### config.mk
export PLATFORM = sky130hd
export DESIGN_NAME = rs_cw_buf_ctrl
export DESIGN_NICKNAME = d
export VERILOG_FILES = /design/src/rtl/rs_cw_buf_ctrl.sv
export SDC_FILE = /design/constraint.sdc
export NUM_CORES = 1
export LEC_CHECK = 0
export BUFFER_PORTS_ARGS = -buffer_cell sky130_fd_sc_hd__buf_4
export CAP_MARGIN = 20
export CORE_UTILIZATION = 49
export DETAILED_ROUTE_END_ITERATION = 10
export HOLD_SLACK_MARGIN = 0.12
export PLACE_DENSITY_LB_ADDON = 0.1
export SYNTH_ARGS = -nofsm -noshare
export SYNTH_HDL_FRONTEND = slang
export SYNTH_SLANG_ARGS = --single-unit
export TNS_END_PERCENT = 100
### constraint.sdc
create_clock -name aclk -period 2.5 [get_ports aclk]
set_input_delay 0.5 -clock aclk [delete_from_list [all_inputs] [get_ports aclk]]
set_output_delay 0.5 -clock aclk [all_outputs]
set_load 0.02 [all_outputs]
### src/rtl/rs_cw_buf_ctrl.sv
// +----------------------------------------------------------------------------+
// | Module      : rs_cw_buf_ctrl                                               |
// | Description : RS(544,522) received-codeword delay buffer controller.       |
// |               Feeds an external sync_fifo and drains one codeword per      |
// |               Chien-side start request with first/last beat markers.       |
// | Revision    : 1.0 - initial release                                        |
// +----------------------------------------------------------------------------+
`default_nettype none

module rs_cw_buf_ctrl #(
    parameter int BEATS_PER_CW = 34,
    parameter int CNT_WIDTH    = 3,
    parameter int BEAT_WIDTH   = 6
) (
    input  logic                 aclk,
    input  logic                 aresetn,
    input  logic                 in_valid,
    output logic                 in_ready,
    output logic                 fifo_push,
    output logic                 fifo_pull,
    input  logic                 fifo_full,
    input  logic                 fifo_empty,
    input  logic                 chien_start,
    output logic                 out_valid,
    output logic                 out_first,
    output logic                 out_last,
    output logic                 busy,
    output logic [CNT_WIDTH-1:0] cw_cnt,
    input  logic                 err_clr,
    output logic                 err_underrun,
    output logic                 err_overlap
);

    localparam logic [0:0]            S_IDLE      = 1'b0;
    localparam logic [0:0]            S_DRAIN     = 1'b1;
    localparam logic [BEAT_WIDTH-1:0] C_LAST_BEAT = BEAT_WIDTH'(BEATS_PER_CW - 1);
    localparam logic [BEAT_WIDTH-1:0] C_BEAT_ONE  = BEAT_WIDTH'(1);
    localparam logic [CNT_WIDTH-1:0]  C_CNT_ZERO  = '0;

    logic [0:0]            state_q, state_d;
    logic [BEAT_WIDTH-1:0] wr_beat_q, wr_beat_d;
    logic [BEAT_WIDTH-1:0] rd_beat_q, rd_beat_d;
    logic [CNT_WIDTH-1:0]  cw_cnt_q, cw_cnt_d;
    logic                  pending_q, pending_d;
    logic                  out_valid_q, out_valid_d;
    logic                  out_first_q, out_first_d;
    logic                  out_last_q, out_last_d;
    logic                  err_underrun_q, err_underrun_d;
    logic                  err_overlap_q, err_overlap_d;

    logic                  rd_end;
    logic                  launch;
    logic                  launch_ok;
    logic                  cw_inc;

    // State register
    always_ff @(posedge aclk) begin
        if (!aresetn) begin
            state_q <= S_IDLE;
        end else begin
            state_q <= state_d;
        end
    end

    // Next-state logic, including launch of the next codeword
    always_comb begin
        rd_end    = (state_q == S_DRAIN) && fifo_pull && (rd_beat_q == C_LAST_BEAT);
        launch    = ((state_q == S_IDLE) || rd_end) && (chien_start || pending_q);
        launch_ok = launch && (cw_cnt_q != C_CNT_ZERO);
        state_d   = state_q;
        case (state_q)
            S_IDLE:  state_d = launch_ok ? S_DRAIN : S_IDLE;
            S_DRAIN: if (rd_end) state_d = launch_ok ? S_DRAIN : S_IDLE;
            default: state_d = S_IDLE;
        endcase
    end

    // Output and handshake logic
    always_comb begin
        in_ready     = !fifo_full;
        fifo_push    = in_valid && !fifo_full;
        fifo_pull    = (state_q == S_DRAIN) && !fifo_empty;
        busy         = (state_q == S_DRAIN);
        out_valid    = out_valid_q;
        out_first    = out_first_q;
        out_last     = out_last_q;
        cw_cnt       = cw_cnt_q;
        err_underrun = err_underrun_q;
        err_overlap  = err_overlap_q;
    end

    // Beat counters, codeword count, pending request and sticky flags
    always_comb begin
        cw_inc    = fifo_push && (wr_beat_q == C_LAST_BEAT);
        wr_beat_d = wr_beat_q;
        if (fifo_push) begin
            wr_beat_d = cw_inc ? '0 : wr_beat_q + C_BEAT_ONE;
        end

        rd_beat_d = rd_beat_q;
        if (launch_ok || rd_end) begin
            rd_beat_d = '0;
        end else if (fifo_pull) begin
            rd_beat_d = rd_beat_q + C_BEAT_ONE;
        end

        cw_cnt_d = cw_cnt_q + {{(CNT_WIDTH-1){1'b0}}, cw_inc}
                            - {{(CNT_WIDTH-1){1'b0}}, launch_ok};

        // A launch consumes the request whether or not a codeword was available
        pending_d = pending_q;
        if (launch) begin
            pending_d = 1'b0;
        end else if (chien_start && (state_q == S_DRAIN)) begin
            pending_d = 1'b1;
        end

        out_valid_d = fifo_pull;
        out_first_d = fifo_pull && (rd_beat_q == '0);
        out_last_d  = fifo_pull && (rd_beat_q == C_LAST_BEAT);

        err_underrun_d = err_underrun_q;
        if ((launch && !launch_ok) || ((state_q == S_DRAIN) && fifo_empty)) begin
            err_underrun_d = 1'b1;
        end else if (err_clr) begin
            err_underrun_d = 1'b0;
        end

        err_overlap_d = err_overlap_q;
        if (chien_start && pending_q) begin
            err_overlap_d = 1'b1;
        end else if (err_clr) begin
            err_overlap_d = 1'b0;
        end
    end

    always_ff @(posedge aclk) begin
        if (!aresetn) begin
            wr_beat_q      <= '0;
            rd_beat_q      <= '0;
            cw_cnt_q       <= '0;
            pending_q      <= 1'b0;
            out_valid_q    <= 1'b0;
            out_first_q    <= 1'b0;
            out_last_q     <= 1'b0;
            err_underrun_q <= 1'b0;
            err_overlap_q  <= 1'b0;
        end else begin
            wr_beat_q      <= wr_beat_d;
            rd_beat_q      <= rd_beat_d;
            cw_cnt_q       <= cw_cnt_d;
            pending_q      <= pending_d;
            out_valid_q    <= out_valid_d;
            out_first_q    <= out_first_d;
            out_last_q     <= out_last_d;
            err_underrun_q <= err_underrun_d;
            err_overlap_q  <= err_overlap_d;
        end
    end

endmodule

`default_nettype wire

==> results.md <==
- Worst R2R End: cw_cnt[2]
- Hold path startpoint: aresetn
- Final ANT Viol Nets: 0
- Static leakage: about 0.58 nW
- Worst slew pin tran: approximately 500 ps
- Fmax: around 420 MHz
- DR vias/cell: roughly 5.5
- Sink Count: 22
- Die ar.: roughly 2500 um^2
- Root Buffer: clkbuf_4
- Layout net count: 160
- Yosys warns: 0
- EDFF count, synth: 0
- Drt first pass iters: 4
- Ys async rst share: 0%
- Num CTS Buffers: 3
- Min Tclk post-route: approximately 2400 ps
- WS Path Type: register to register
- Outcome: finished, final reports clean
- Aggregate global-route resource usage: 20.06%
- HPWL Detailed: 1662 um
- Clk buf depth: 2
- Storage cell area: 442.9 um^2
- Filler Cell Count: approximately 180
- Post-layout util: 69.73%
- Total power: roughly 1.1 mW
- Io pins: 19
- FF+latch count, synth: 22
- Initial drt markers: 15
- Die width: approximately 50 um
- WL/cell: between 10 and 15 um
- Maximum vdd drop: about 0.43 mV
- P per Cell Area: between 700 and 800 nW/um^2
- Hold path cells: 2
- CP max FO: 4
- Via count: roughly 950
- Max Clock Skew: approximately 4.6 ps
- Initial antenna violation count: 0
- CTS tree: built
- Worst-Skew Late Latency: roughly 320 ps
- Worst Hold Path EP: cw_cnt[0]
- Chip Height: 49.67 um
- Max H-tree Level: 1
- Cell row count: 16
- CP arrival: approximately 2700 ps
- Syn_nets: 131
- PortBufs: 18
- Post-Syn Area: around 1100 um^2
- Final WL: ~2400 um
- RSZ-0062 raised after global routing: true
- Final hold vios: 0
- Hold Path Class: input port to register
- Ant diodes: 0
- Gr ovfl total: 0
- Post-CTS Hold Fix Bufs: 0
- Placed cell areas: around 1300 um^2
- Multi-input gate area: approximately 660 um^2
- Largest net degree at the start of global routing: 15
- Worst Setup End Kind: register
- Syn Area/Cell: roughly 9.6 um^2
- Setup TNS after final layout: 0 ps
- Mapped Cells: 116
- Reg2Reg Depth: 11
- FF-to-FF setup slack: around 100 ps
- # DRC: 0
- Gp weighted congestion: 0.7847
- Required time of the critical path: approximately 2800 ps
- Vias in the first global route: 910
- Rel. slew slack: roughly 67%
- Post-synthesis to final-layout area growth: 27.87%
- Top_reg_cell synth: dfxtp_1
- Crit start category: register
- Wire length of the first global-routing pass: around 3800 um
- Fin crit share: ~96%
- Post-Layout Inst Area: 1424 um^2
- Sequential share of the synthesized area: between 30% and 40%
- Share of layout cells above drive strength 1: a little under 40%
- Unique masters post-synth: 38
- Clock slew at reported path FFs: around 130 ps
- Max-cap violations: 0
- Placeable Area: 2042 um^2
- WHS: around 410 ps
- # setup viols final: 0
- Starting Density: between 50% and 60%
- RR Startpoint: rd_beat_q[3]
- Slew Limit Fails: 0
## placed cells by master (no fill, tap or decap), types with 2 or more instances in the layout
| master | count |
|---|---|
| nand3b_1 | 3 |
| nand4b_1 | 2 |
| nand2_1 | 6 |
| clkbuf_4 | 3 |
| dfxtp_1 | 20 |
| ha_1 | 4 |
| nor4_1 | 2 |
| a211o_2 | 2 |
| o21ai_0 | 7 |
| a211oi_1 | 2 |
| nor3_1 | 4 |
| buf_4 | 27 |
| a22oi_1 | 2 |
| inv_1 | 10 |
| xor2_1 | 2 |
| a21oi_1 | 5 |
| dfxtp_2 | 2 |
| or3_1 | 5 |
| ha_4 | 2 |
| nor2_1 | 5 |
| nand3_1 | 3 |
## where the power goes
part / leakage, nW / switching, mW / total [mW] / internal [mW]
Clock: 0.0210 / 0.114 / 0.204 / 0.0891
Combinational: 0.377 / 0.252 / 0.484 / 0.232
Sequential: 0.180 / 0.0464 / 0.443 / 0.397
Total: 0.578 / 0.413 / 1.13 / 0.718
## worst max path at each step
stage                       from        end  depth (start not counted)
global placement    rd_beat_q[3]  cw_cnt[2]                         11
finish              rd_beat_q[3]  cw_cnt[2]                         11
CTS                 rd_beat_q[1]  cw_cnt[2]                         13
global route        rd_beat_q[3]  cw_cnt[2]                         11
floorplan           rd_beat_q[2]  cw_cnt[2]                         11
detailed placement  rd_beat_q[3]  cw_cnt[2]                         11
## metal layers
layer	global-route usage [%]	vias up	part of all wire [%]	wire, um
met4	9.524	0	1.7	40
met2	33.56	24	50	1187
met1	25.19	451	45	1062
li1	-	466	-	-
met3	2.778	5	3.9	93
met5	0	-	0	0
## flip-flops by register name, summed over array words and instances, names as in the netlist
name	cells
busy	1
cw_cnt	3
err_overlap	1
err_underrun	1
out_first	1
out_last	1
out_valid	1
pending_q	1
rd_beat_q	6
wr_beat_q	6
## area by class of cell
type / instances / share of cell area (%)
multi-input cells: 79 / 46.40
flip-flops and latches: 22 / 31.11
repair buffers: 27 / 14.24
inverters: 12 / 3.339
clock buffers: 4 / 2.548
well taps: 27 / 2.373
## cells in the mapped netlist (all sizes together) (3+ instances only)
library cell   n  area share (%)
a21oi          6             3.0
or3            6             3.8
nand3b         3             2.0
inv           12             4.0
a211oi         3             2.5
nor2           5             1.7
xor2           3             2.4
dfxtp         22              40
nand3          3             1.3
ha             7             7.9
nor3           5             2.2
o21ai          7             3.1
nand2          7             2.4
## per-stage QoR
step / std cells / setup WS, ps
floorplan: 116 / 75.69
global placement: 165 / 67.88
detailed placement: 165 / -54.88
CTS: 171 / 8.184
global route: 171 / 21.53
finish: 171 / 104.3
## worst max-delay path, cell delays in order, from the launching register on
cell and delay (ps):
dfxtp_2 350, or3_4 400, o31ai_4 200, nor2b_4 210, ha_4 220, inv_4 50, ha_4 120, inv_2 30
fa_2 340, xor2_2 160, and2_4 160, nor3_2 90
## cell families (layout without fill, tap and decap cells)
kind of cell               count (synthesis)  after routing  synth area share [%]
buffers and inverters                     15             43                 6.067
muxes                                      1              1                0.8989
AOI/OAI and AO/OA                         26             26                 18.54
adders and majority gates                  8              8                 9.663
and+or+nand+nor                           40             40                 22.13
DFF                                       22             22                 39.55
xor gates and xnor gates                   4              4                 3.147
## what timing repair did
item / 4_1_cts / 5_1_grt
setup buffers: 2 / 0
pin swaps: 2 / 0
gates resized for setup: 1 / 15
endpoints found under the setup margin: 1 / 1
Power figures use the tool's default switching activity.
